**src/rtl/button_cmd_if.sv**
```systemverilog
// ---------------------------------------------------------------------------
// button_cmd_if
// Command handshake between the button front-end and the time/alarm control
// FSM. A command is transferred on a clock where cmd_valid and cmd_ready are
// both high; cmd_id holds steady for as long as cmd_valid is high.
//
// Signals
//   cmd_valid  master -> slave   command offered
//   cmd_id     master -> slave   index of the pressed button
//   cmd_ready  slave  -> master  consumer accepts the offered command
// ---------------------------------------------------------------------------
interface button_cmd_if #(
    parameter int N_BTN = 5
);
    localparam int ID_W = $clog2(N_BTN);

    logic            cmd_valid;
    logic [ID_W-1:0] cmd_id;
    logic            cmd_ready;

    modport master (
        output cmd_valid,
        output cmd_id,
        input  cmd_ready
    );

    modport slave (
        input  cmd_valid,
        input  cmd_id,
        output cmd_ready
    );
endinterface

```
**src/rtl/button_cmd_arbiter.sv**
```systemverilog
// ---------------------------------------------------------------------------
// button_cmd_arbiter
// Front-end for the alarm-clock push buttons. Each button goes through a
// 2-flop synchronizer, a tick-sampled debouncer and a rising-edge detector.
// Presses are latched as pending bits, and a round-robin arbiter hands them
// one at a time to the control FSM over a valid/ready handshake.
//
// Optional feature: define BUTTON_CMD_AUTO_REPEAT_EN to enable auto-repeat.
// A held button then re-raises its pending bit after RPT_DELAY ticks, and
// every RPT_PERIOD ticks after that. Without the macro, each debounced press
// produces exactly one command.
//
// Ports
//   i_clk        in   1                system clock
//   i_rst_n      in   1                asynchronous reset, active-low
//   i_tick       in   1                1-clk sample strobe for debouncing
//   i_btn_raw    in   N_BTN            asynchronous raw button levels, 1 = pressed
//   o_btn_level  out  N_BTN            debounced button levels
//   cmd_bus      master modport        cmd_valid / cmd_id / cmd_ready
//
// Arbiter states
//   state     | meaning
//   ST_IDLE   | no command offered; grant the next pending button if any
//   ST_OFFER  | cmd_valid high, cmd_id held until cmd_ready
// ---------------------------------------------------------------------------
module button_cmd_arbiter #(
    parameter int N_BTN      = 5,
    parameter int DB_TICKS   = 4,
    parameter int RPT_DELAY  = 50,
    parameter int RPT_PERIOD = 10
) (
    input  logic             i_clk,
    input  logic             i_rst_n,
    input  logic             i_tick,
    input  logic [N_BTN-1:0] i_btn_raw,
    output logic [N_BTN-1:0] o_btn_level,
    button_cmd_if.master     cmd_bus
);
    localparam int         ID_W    = $clog2(N_BTN);
    localparam logic [3:0] DB_LAST = 4'(DB_TICKS - 1);

    // Elaboration-time parameter range guards.
    if (N_BTN < 2 || N_BTN > 8) begin : g_bad_n_btn
        $error("button_cmd_arbiter: N_BTN must be 2..8");
    end
    if (DB_TICKS < 1 || DB_TICKS > 15) begin : g_bad_db_ticks
        $error("button_cmd_arbiter: DB_TICKS must be 1..15");
    end
    if (RPT_DELAY < 1 || RPT_DELAY > 255 || RPT_PERIOD < 1 || RPT_PERIOD > 255) begin : g_bad_rpt
        $error("button_cmd_arbiter: RPT_DELAY and RPT_PERIOD must be 1..255");
    end

    typedef enum logic {
        ST_IDLE  = 1'b0,
        ST_OFFER = 1'b1
    } state_t;

    logic [N_BTN-1:0] r_sync1;
    logic [N_BTN-1:0] r_sync2;
    logic [N_BTN-1:0] r_level;
    logic [N_BTN-1:0] r_level_d;
    logic [3:0]       r_db_cnt [N_BTN];
    logic [N_BTN-1:0] r_pending;

    state_t           r_state;
    logic             r_cmd_valid;
    logic [ID_W-1:0]  r_cmd_id;
    logic [ID_W-1:0]  r_rr_ptr;

    logic [N_BTN-1:0] w_rise;
    logic [N_BTN-1:0] w_set;
    logic [N_BTN-1:0] w_clr;
    logic             w_grant_vld;
    logic [ID_W-1:0]  w_grant;

    // Synchronizer runs every clock; only the debouncer is tick-gated.
    always_ff @(posedge i_clk or negedge i_rst_n) begin
        if (!i_rst_n) begin
            r_sync1 <= '0;
            r_sync2 <= '0;
        end else begin
            r_sync1 <= i_btn_raw;
            r_sync2 <= r_sync1;
        end
    end

    // Debounce: count consecutive ticks on which the synced level disagrees
    // with the debounced level; toggle after DB_TICKS of them in a row.
    always_ff @(posedge i_clk or negedge i_rst_n) begin
        if (!i_rst_n) begin
            r_level   <= '0;
            r_level_d <= '0;
            for (int i = 0; i < N_BTN; i++) begin
                r_db_cnt[i] <= '0;
            end
        end else begin
            r_level_d <= r_level;
            if (i_tick) begin
                for (int i = 0; i < N_BTN; i++) begin
                    if (r_sync2[i] == r_level[i]) begin
                        r_db_cnt[i] <= '0;
                    end else if (r_db_cnt[i] == DB_LAST) begin
                        r_level[i]  <= ~r_level[i];
                        r_db_cnt[i] <= '0;
                    end else begin
                        r_db_cnt[i] <= r_db_cnt[i] + 4'd1;
                    end
                end
            end
        end
    end

    assign w_rise      = r_level & ~r_level_d;
    assign o_btn_level = r_level;

`ifdef BUTTON_CMD_AUTO_REPEAT_EN
    localparam logic [7:0] RPT_DELAY_M1  = 8'(RPT_DELAY - 1);
    localparam logic [7:0] RPT_PERIOD_M1 = 8'(RPT_PERIOD - 1);

    logic [7:0]       r_hold_cnt [N_BTN];
    logic [N_BTN-1:0] r_rpt_armed;     // first repeat already issued for this hold
    logic [N_BTN-1:0] w_rpt;

    // The hold counter restarts after each repeat, so one 8-bit counter
    // covers both the initial delay and the repeat period.
    always_comb begin
        w_rpt = '0;
        for (int i = 0; i < N_BTN; i++) begin
            if (i_tick && r_level[i] && !w_rise[i]) begin
                w_rpt[i] = r_rpt_armed[i] ? (r_hold_cnt[i] == RPT_PERIOD_M1)
                                          : (r_hold_cnt[i] == RPT_DELAY_M1);
            end
        end
    end

    always_ff @(posedge i_clk or negedge i_rst_n) begin
        if (!i_rst_n) begin
            r_rpt_armed <= '0;
            for (int i = 0; i < N_BTN; i++) begin
                r_hold_cnt[i] <= '0;
            end
        end else begin
            for (int i = 0; i < N_BTN; i++) begin
                if (w_rise[i] || !r_level[i]) begin
                    r_hold_cnt[i]  <= '0;
                    r_rpt_armed[i] <= 1'b0;
                end else if (i_tick) begin
                    if (w_rpt[i]) begin
                        r_hold_cnt[i]  <= '0;
                        r_rpt_armed[i] <= 1'b1;
                    end else begin
                        r_hold_cnt[i] <= r_hold_cnt[i] + 8'd1;
                    end
                end
            end
        end
    end

    assign w_set = w_rise | w_rpt;
`else
    assign w_set = w_rise;
`endif

    // Clear only the bit whose command is accepted this clock.
    always_comb begin
        w_clr = '0;
        if (r_state == ST_OFFER && cmd_bus.cmd_ready) begin
            w_clr[r_cmd_id] = 1'b1;
        end
    end

    // Set is applied after clear so a press landing on the accept clock wins.
    always_ff @(posedge i_clk or negedge i_rst_n) begin
        if (!i_rst_n) begin
            r_pending <= '0;
        end else begin
            r_pending <= (r_pending & ~w_clr) | w_set;
        end
    end

    function automatic logic [ID_W-1:0] wrap_add(input logic [ID_W-1:0] base, input int k);
        int sum;
        sum = int'(base) + k;
        if (sum >= N_BTN) begin
            sum = sum - N_BTN;
        end
        return ID_W'(sum);
    endfunction

    // Scan downwards so the lowest offset from rr_ptr wins.
    always_comb begin
        w_grant_vld = 1'b0;
        w_grant     = '0;
        for (int k = N_BTN - 1; k >= 0; k--) begin
            if (r_pending[wrap_add(r_rr_ptr, k)]) begin
                w_grant_vld = 1'b1;
                w_grant     = wrap_add(r_rr_ptr, k);
            end
        end
    end

    always_ff @(posedge i_clk or negedge i_rst_n) begin
        if (!i_rst_n) begin
            r_state     <= ST_IDLE;
            r_cmd_valid <= 1'b0;
            r_cmd_id    <= '0;
            r_rr_ptr    <= '0;
        end else begin
            case (r_state)
                ST_IDLE: begin
                    if (w_grant_vld) begin
                        r_cmd_id    <= w_grant;
                        r_cmd_valid <= 1'b1;
                        r_state     <= ST_OFFER;
                    end
                end
                ST_OFFER: begin
                    if (cmd_bus.cmd_ready) begin
                        r_cmd_valid <= 1'b0;
                        r_rr_ptr    <= (r_cmd_id == ID_W'(N_BTN - 1)) ? '0 : r_cmd_id + ID_W'(1);
                        r_state     <= ST_IDLE;
                    end
                end
                default: begin
                    r_cmd_valid <= 1'b0;
                    r_state     <= ST_IDLE;
                end
            endcase
        end
    end

    assign cmd_bus.cmd_valid = r_cmd_valid;
    assign cmd_bus.cmd_id    = r_cmd_id;
endmodule
```
**src/flat_wrapper.sv**
```systemverilog
// flat-port wrapper written by rule: the top's interface ports become plain ports
module button_cmd_arbiter_flat 
#(
    parameter int N_BTN      = 5,
    parameter int DB_TICKS   = 4,
    parameter int RPT_DELAY  = 50,
    parameter int RPT_PERIOD = 10
)
  (i_clk, i_rst_n, i_tick, i_btn_raw, o_btn_level, cmd_bus_cmd_valid, cmd_bus_cmd_id, cmd_bus_cmd_ready);
  button_cmd_if #(.N_BTN(N_BTN)) cmd_bus_i ();
  input  logic i_clk;
  input  logic i_rst_n;
  input  logic i_tick;
  input  logic [N_BTN-1:0] i_btn_raw;
  output logic [N_BTN-1:0] o_btn_level;
  output wire logic [$bits(cmd_bus_i.cmd_valid)-1:0] cmd_bus_cmd_valid;
  output wire logic [$bits(cmd_bus_i.cmd_id)-1:0] cmd_bus_cmd_id;
  input wire logic [$bits(cmd_bus_i.cmd_ready)-1:0] cmd_bus_cmd_ready;
  assign cmd_bus_cmd_valid = cmd_bus_i.cmd_valid;
  assign cmd_bus_cmd_id = cmd_bus_i.cmd_id;
  assign cmd_bus_i.cmd_ready = cmd_bus_cmd_ready;
  button_cmd_arbiter #(.N_BTN(N_BTN), .DB_TICKS(DB_TICKS), .RPT_DELAY(RPT_DELAY), .RPT_PERIOD(RPT_PERIOD)) u_core (.i_clk(i_clk), .i_rst_n(i_rst_n), .i_tick(i_tick), .i_btn_raw(i_btn_raw), .o_btn_level(o_btn_level), .cmd_bus(cmd_bus_i));
endmodule
```
**config.mk**
```make
export PLATFORM = sky130hd
export DESIGN_NAME = button_cmd_arbiter_flat
export DESIGN_NICKNAME = d
export VERILOG_FILES = /design/src/rtl/button_cmd_if.sv /design/src/rtl/button_cmd_arbiter.sv /design/src/flat_wrapper.sv
export SDC_FILE = /design/constraint.sdc
export NUM_CORES = 1
export LEC_CHECK = 0
export ABC_AREA = 1
export CORE_MARGIN = 2
export CORE_UTILIZATION = 67
export CTS_BUF_LIST = sky130_fd_sc_hd__clkbuf_4 sky130_fd_sc_hd__clkbuf_8
export DETAILED_ROUTE_END_ITERATION = 16
export HOLD_SLACK_MARGIN = 0.15
export PLACE_DENSITY = 0.88
export SLEW_MARGIN = 20
export SYNTH_ARGS = -nofsm -noshare
export SYNTH_HDL_FRONTEND = slang
export SYNTH_SLANG_ARGS = --single-unit
```
**constraint.sdc**
```tcl
create_clock -name i_clk -period 7.71 [get_ports i_clk]
set_input_delay 1.542 -clock i_clk [delete_from_list [all_inputs] [get_ports i_clk]]
set_output_delay 1.542 -clock i_clk [all_outputs]
set_load 0.01 [all_outputs]
```
==> results of run 1 <==
==> through the flow <==
stage | hold WS [ns] | instances | setup slack (ns)
floorplan | 0.331 | 395 | 5.19
global placement | 0.333 | 460 | 4.51
detailed placement | 0.343 | 460 | 4.41
CTS | 0.360 | 468 | 4.72
global route | 0.359 | 468 | 4.46
finish | 0.352 | 468 | 4.71
==> cell type report <==
type                    count  area share, %
well taps                  52           1.89
repair buffers             17           4.88
inverters                  66           7.28
flip-flops and latches     53           38.6
clock buffers               8           2.66
multi-input cells         272           44.7
==> flip-flops by register name (all words and copies together) (netlist names) <==
name / cells
u_core.r_sync2: 5
u_core.r_rr_ptr: 3
u_core.r_pending: 5
u_core.o_btn_level: 5
u_core.cmd_bus.cmd_id: 3
u_core.cmd_bus.cmd_valid: 1
u_core.r_state: 1
u_core.r_db_cnt: 20
u_core.r_level_d: 5
u_core.r_sync1: 5
==> path summary, 6_finish.rpt <==
path,from,slack (ns),cells past startpoint,end
min in group asynchronous,i_rst_n,1.26,1,u_core.o_btn_level[0]
min,u_core.r_sync1[4],0.35,0,u_core.r_sync2[4]
max reg2reg,u_core.r_rr_ptr[0],4.76,17,u_core.cmd_bus.cmd_valid
min reg2reg,u_core.r_sync1[4],0.35,0,u_core.r_sync2[4]
max,i_tick,4.71,5,u_core.r_db_cnt[10]
max in group asynchronous,i_rst_n,6.03,1,u_core.o_btn_level[3]
==> critical path, delay by kind of cell <==
kind,cells,cell delay (ns)
and+or+nand+nor,2,0.33
buffers and inverters,2,1.21
AOI/OAI and AO/OA,1,0.12
==> routing by layer <==
| layer | vias to the layer above | wire length (um) | track usage (%) | share of wire, % |
|---|---|---|---|---|
| met1 | 1198 | 2650 | 31.2 | 43 |
| met3 | 20 | 168 | 4.86 | 2.7 |
| li1 | 1304 | - | - | - |
| met5 | - | 0 | 0 | 0 |
| met2 | 49 | 3160 | 48.5 | 51 |
| met4 | 0 | 199 | 12.6 | 3.2 |
==> layout by cell type, fill, tap and decap left out, types with 2 or more instances in the layout <==
cell type	Yosys	routed
xnor2_1	6	6
clkbuf_8	0	5
inv_2	7	7
clkbuf_4	0	3
inv_1	58	58
o21ai_0	18	18
dfrtp_1	53	53
nor2_1	26	26
xor2_1	15	15
a21oi_1	12	12
o21ai_1	8	8
ha_1	16	16
nand3_1	50	50
nand3_2	2	2
nor3_1	4	4
nand4_1	2	2
nor2_2	2	2
o22ai_1	11	11
nand2_1	81	81
a21oi_2	2	2
nand2_2	7	7
nand2_4	3	3
clkdlybuf4s50_1	0	16
==> kinds of logic after synthesis <==
logic type      Yosys count
fa+ha+maj                17
buf+inv                  70
flops                    53
simple gates            178
compound gates           56
xor+xnor                 21
==> out/qor.yml, run 1 <==
io_buffers: 17
synth_area_leaders: "dfrtp_1, nand2_1, nand3_1, inv_1, ha_1"
grt_pass1_vias: 2593
path_clk_slew_ns: 0.09
post-route-drc-count: 0
period_share_pct: 38.9
grt.total_usage_pct: 27.0
cp_max_fo: 31
synthXorXnorAreaFrac_pct: 5.87
cp.arrival_ns: 3.21
final_util_pct: 77.3
crit_slowest_cell: "clkdlybuf4s50_1"
dpl.hpwl_um: 4690
synthesis.nets: 421
dpl-instance-area_um2: 3340
ys_types: 30
synth_area_leader_cell: "dfrtp_1"
required_ns: 7.92
min_path_type: "flop to flop"
clkLatencyLatePin_ns: 0.30
fmax_mhz: 333
finalCriticalPeriod_ns: 3.00
seqCellArea_um2: 1330
ys_seq_area_share_pct: 42.3
synth_seq_cells: 53
area_growth_pct: 9.62
final_cell_area_um2: 3440
fillers: 298
synth-compound-area-share_pct: 10.4
synth-simple-area-share_pct: 25.7
antenna_found_initial: 0
cts-root-buf: "clkbuf_8"
grt_max_degree: 54
wl_per_cell_um: 13.2
setup_viol: 0
tns_ns: 0
syn_area_um2: 3140
cts.sinks: 53
vias_per_cell: 5.49
cts-resized-gates: 0
yosys-mux-area-fraction_pct: 0
synth_top_family_by_area: "simple AND/OR/NAND/NOR gates"
grt_overflow: 0
rsz0062_at_grt: "no"
synth_warnings: 0
initial_core_util_pct: 70.6
drv_slew: 0
wirelength_um: 6180
tightest_slew_ns: 0.980
die_x_um: 72.4
multiInputGateArea_um2: 1540
detail_route.iter0.violations: 106
yosys-top-cells-count: "nand2_1, inv_1, dfrtp_1"
finalHoldViolations: 0
fin_skew_ns: 0.00533
ant_nets: 0
row_count: 24
first_pass_iters: 4
max_stage_delay_ns: 1.12
syn_area_per_cell_um2: 7.94
gp_congestion: 0.914
dieArea_um2: 5240
grt_pass1_wl_um: 11000
vias: 2571
cts_made_buffers: 5
cp-start-kind: "primary input"
layout-drive-gt1-share_pct: 8.89
postCtsSetupBuffers: 0
maxSlewHeadroom_pct: 34.5
fin_nets: 441
worst-setup-path-type: "primary input to flop"
synthAdderAreaFrac_pct: 7.02
end_kind: "flop"
async_flop_share_pct: 100
clock_path_buffers: 2
fp.dieH_um: 72.4
ys.flop_type: "dfrtp_1"
synth_edf_count: 0
synth_most_common_cell: "nand2_1"
synth_cells: 395
fp.coreArea_um2: 4440
outcome: "complete, no violations"
num_antenna_cells: 0
hold_buffers: 0
cts_max_level: 2
ioPinCount: 18
maxCapViolCount: 0
cts_tree: "done"
path_cells: "clkdlybuf4s50_1 -> nand2_1 -> nor2_1 -> inv_1 -> o22ai_1"
yosys.area.top_type_share_pct: 42.3
Power of run 1 is not shown: default switching activity piles up to over one toggle a cycle in this logic, so the estimate is an artifact.
==> run 2: changes to the inputs <==
Settings changed: CORE_UTILIZATION 67 to 62, PLACE_DENSITY 0.88 to 0.82.
Clock period 7.71 ns to 2.9 ns, I/O delays scaled along.
==> out/qor.yml, run 2 (synthesized netlist as in run 1, its figures left out) <==
gp_congestion: 0.947
cts_tree: "done"
fp.dieH_um: 75.1
cp_max_fo: 9
critPathLaunch: "u_core.r_rr_ptr[0]"
required_ns: 3.10
rr_startpoint: "u_core.r_rr_ptr[0]"
cts_made_buffers: 5
seqCellArea_um2: 1330
multiInputGateArea_um2: 1540
finalHoldViolations: 0
maxCapViolCount: 0
drv_slew: 0
maxSlewHeadroom_pct: 73.4
clock_path_buffers: 2
dieArea_um2: 5640
period_share_pct: 91.1
grt_pass1_wl_um: 11200
worst-setup-path-type: "flop to flop"
end_kind: "flop"
fp.coreArea_um2: 4790
dpl.hpwl_um: 4970
io_buffers: 17
num_antenna_cells: 0
clkLatencyLatePin_ns: 0.31
tns_ns: 0
area_growth_pct: 12.1
ant_nets: 0
grt.total_usage_pct: 26.5
cts_max_level: 2
layout-drive-gt1-share_pct: 10.0
grt_pass1_vias: 2608
vias: 2621
min_path_type: "primary input to async pin"
regMostFlops: "u_core.r_db_cnt"
die_x_um: 75.1
finalCriticalPeriod_ns: 2.64
rsz0062_at_grt: "no"
tightest_slew_ns: 0.395
path_clk_slew_ns: 0.09
fin_skew_ns: 0.00535
outcome: "complete, no violations"
antenna_found_initial: 0
r2r_cells: 17
hold_buffers: 0
first_pass_iters: 4
grt_overflow: 0
worst-r2r-setup-slack_ns: 0.26
largest_register_ff_count: 20
vias_per_cell: 5.38
wl_per_cell_um: 13.3
fin_nets: 445
cp-start-kind: "flop"
initial_core_util_pct: 65.5
fmax_mhz: 379
cp.arrival_ns: 2.84
setup_viol: 0
cts.sinks: 53
mostFrequentLayoutCell: "nand2_1"
row_count: 25
cts-root-buf: "clkbuf_8"
detail_route.iter0.violations: 141
fillers: 372
ioPinCount: 18
post-route-drc-count: 0
reg2reg_to: "u_core.cmd_bus.cmd_valid"
grt_max_degree: 32
endpoint: "u_core.cmd_bus.cmd_valid"
wirelength_um: 6470
layout_common_cells: "nand2_1, inv_1, dfrtp_1, nand3_1, nor2_1"
-- run 2: cell count changes in the layout (fill, tap and decap cells not counted), sizes merged --
cell,change
buf,+4
bufinv,+1
clkbuf,-1
-- run 2: layout make-up --
cell class | count | area share [%]
clock buffer | 7 | 2.56
clock inverter | 1 | 0.855
inverter | 66 | 7.12
multi-input combinational | 272 | 43.7
sequential | 53 | 37.8
tap | 67 | 2.39
timing repair buffer | 21 | 5.56
-- run 2: per-layer routing --
layer / part of all wire (%) / vias to the layer above / GRT usage [%] / wire [um]
met2: 51 / 58 / 46.2 / 3280
met4: 4.0 / 0 / 13.9 / 257
met1: 42 / 1220 / 31.4 / 2730
met5: 0 / - / 0 / 0
met3: 3.0 / 25 / 4.55 / 197
li1: - / 1318 / - / -
-- run 2: worst max-delay path, stage by stage (launching register included) --
cell	delay, ns
dfrtp_1	0.41
inv_4	0.13
ha_1	0.16
inv_1	0.06
fa_1	0.39
o21bai_2	0.22
o21ai_1	0.23
inv_1	0.10
nand2_1	0.07
nand2_1	0.06
nand2_1	0.07
nand2_1	0.08
nor2_1	0.13
nand3_2	0.10
nand2_2	0.11
inv_2	0.07
nor2_1	0.09
nor2_1	0.04
-- run 2: timing repair --
item	CTS	global route
setup buffers	0	0
endpoints found under the setup margin	0	3
gates resized for setup	0	1
hold endpoints to repair	0	0
-- run 2: through the flow --
step / instance area, um2 / util, % / setup slack (ns) / hold slack (ns) / std cells
global route: 3510 / 73.4 / 0.0682 / 0.175 / 487
CTS: 3510 / 73.4 / 0.272 / 0.161 / 487
global placement: 3390 / 70.9 / 0.369 / 0.336 / 479
finish: 3510 / 73.4 / 0.259 / 0.154 / 487
floorplan: 3140 / - / 0.382 / 0.284 / 395
detailed placement: 3390 / 70.9 / 0.290 / 0.341 / 479
-- run 2: worst min-delay path by stage --
stage / depth (start not counted) / slack, ns / to / from
after floorplan: 0 / 0.28 / u_core.cmd_bus.cmd_id[0] / i_rst_n
after global placement: 0 / 0.34 / u_core.r_sync2[1] / u_core.r_sync1[1]
after detailed placement: 0 / 0.34 / u_core.r_sync2[1] / u_core.r_sync1[1]
after CTS: 1 / 0.16 / u_core.r_db_cnt[11] / i_rst_n
after global routing: 1 / 0.17 / u_core.r_db_cnt[11] / i_rst_n
final: 1 / 0.15 / u_core.r_db_cnt[11] / i_rst_n
Power of run 2 is left out for the same reason.
==> run 3: changes to the inputs <==
Settings changed: CORE_UTILIZATION 62 to 45, PLACE_DENSITY 0.82 to default.
==> out/qor.yml, run 3 (synthesized netlist as in run 1, its figures left out) <==
cts_tree: "done"
worst-r2r-setup-slack_ns: 0.34
vias: 2576
grt_max_degree: 41
wl_met2_um: 3060
worst-setup-path-type: "flop to flop"
mostFrequentLayoutCell: "nand2_1"
finalHoldViolations: 0
fp.dieH_um: 87.5
dpl_worst_slack_ns: 0.216
tns_ns: 0
path_clk_slew_ns: 0.09
dieArea_um2: 7650
fin_nets: 447
hold_buffers: 0
first_pass_iters: 5
cts-root-buf: "clkbuf_8"
min_delay_worst_endpoint: "u_core.r_sync2[0]"
seqCellArea_um2: 1330
required_ns: 3.09
grt_pass1_wl_um: 11300
crit_slowest_cell: "dfrtp_2"
fmax_mhz: 391
layout_common_cells: "nand2_1, inv_1, dfrtp_1, nand3_1, nor2_1"
tightest_slew_ns: 0.849
regMostFlops: "u_core.r_db_cnt"
antenna_found_initial: 0
cts.sinks: 53
grt_pass1_vias: 2576
path_common_cell: "nand2_1"
fin_skew_ns: 0.00238
max_stage_delay_ns: 0.45
layout-drive-gt1-share_pct: 10.7
finalCriticalPeriod_ns: 2.56
cp.arrival_ns: 2.75
gp_congestion: 0.896
min_path_type: "flop to flop"
initial_core_util_pct: 46.4
worst_hold_startpoint: "u_core.r_sync1[0]"
cp-start-kind: "flop"
outcome: "complete, no violations"
drv_slew: 0
crit_buf_inv: 2
rsz0062_at_grt: "no"
ant_nets: 0
r2r_cells: 18
io_buffers: 17
ioPinCount: 18
die_x_um: 87.5
dpl.hpwl_um: 4900
reg2reg_to: "u_core.cmd_bus.cmd_valid"
grt_overflow: 0
worst_hold_slack_ns: 0.357
grt.total_usage_pct: 18.6
maxSlewHeadroom_pct: 43.4
clkLatencyLatePin_ns: 0.30
row_count: 30
top_layer: "met4"
vias_per_cell: 5.13
wirelength_um: 6210
setup_viol: 0
fillers: 644
fp.coreArea_um2: 6760
hold_depth: 0
path_cells: "ha_1 -> inv_1 -> fa_1 -> o21bai_2 -> nand2_1 -> nand2_2 -> nand2_1 -> o21ai_1 -> nand2_1 -> nand2_1 -> nand2_1 -> nand2_1 -> nor2_1 -> nand3_2 -> nand2_2 -> inv_2 -> nor2_1 -> nor2_1"
end_kind: "flop"
dr_wl_met3_um: 191
setup_ws_ns: 0.343
maxCapViolCount: 0
multiInputGateArea_um2: 1540
num_antenna_cells: 0
clock_path_buffers: 2
critPathTopFamily: "simple AND/OR/NAND/NOR gates"
rr_startpoint: "u_core.r_rr_ptr[1]"
cts_max_level: 2
cts_made_buffers: 5
cp_max_fo: 7
area_growth_pct: 13.2
wl_met1_um: 2850
detail_route.iter0.violations: 92
largest_register_ff_count: 20
wl_per_cell_um: 12.4
period_share_pct: 88.2
post-route-drc-count: 0
-- run 3: through the flow --
step           cells  utilization, %  instance area [um2]
5_1_grt          502            52.5                 3550
2_1_floorplan    395               -                 3140
4_1_cts          501            52.3                 3540
3_3_place_gp     493            50.6                 3420
3_5_place_dp     493            50.6                 3420
6_report         502            52.5                 3550
-- run 3: what timing repair did --
action                                  4_1_cts  5_1_grt
resized for setup                             0        2
endpoints found under the setup margin        0        4
setup buffers                                 0        1
-- run 3: cell type report --
type                            count  area share, %
Clock inverter                      1          0.846
Clock buffer                        7           2.54
Timing Repair Buffer               23           5.92
Inverter                           66           7.05
Sequential cell                    53           37.4
Tap cell                           80           2.82
Multi-Input combinational cell    272           43.4
-- run 3: worst max path at each step --
stage | start | end | slack [ns] | cells past startpoint
global placement | u_core.r_rr_ptr[0] | u_core.cmd_bus.cmd_valid | 0.23 | 17
finish | u_core.r_rr_ptr[1] | u_core.cmd_bus.cmd_valid | 0.34 | 18
global route | u_core.r_rr_ptr[1] | u_core.cmd_bus.cmd_valid | 0.03 | 18
CTS | u_core.r_rr_ptr[0] | u_core.cmd_bus.cmd_valid | 0.21 | 17
detailed placement | u_core.r_rr_ptr[0] | u_core.cmd_bus.cmd_valid | 0.22 | 17
floorplan | u_core.r_rr_ptr[0] | u_core.cmd_bus.cmd_valid | 0.38 | 20
-- run 3: routing by layer --
| metal | up-vias | GRT usage, % |
|---|---|---|
| met5 | - | 0 |
| met4 | 0 | 6.29 |
| met3 | 9 | 3.13 |
| met2 | 40 | 32.2 |
| met1 | 1208 | 23.4 |
| li1 | 1319 | - |
Power of run 3 is left out for the same reason.
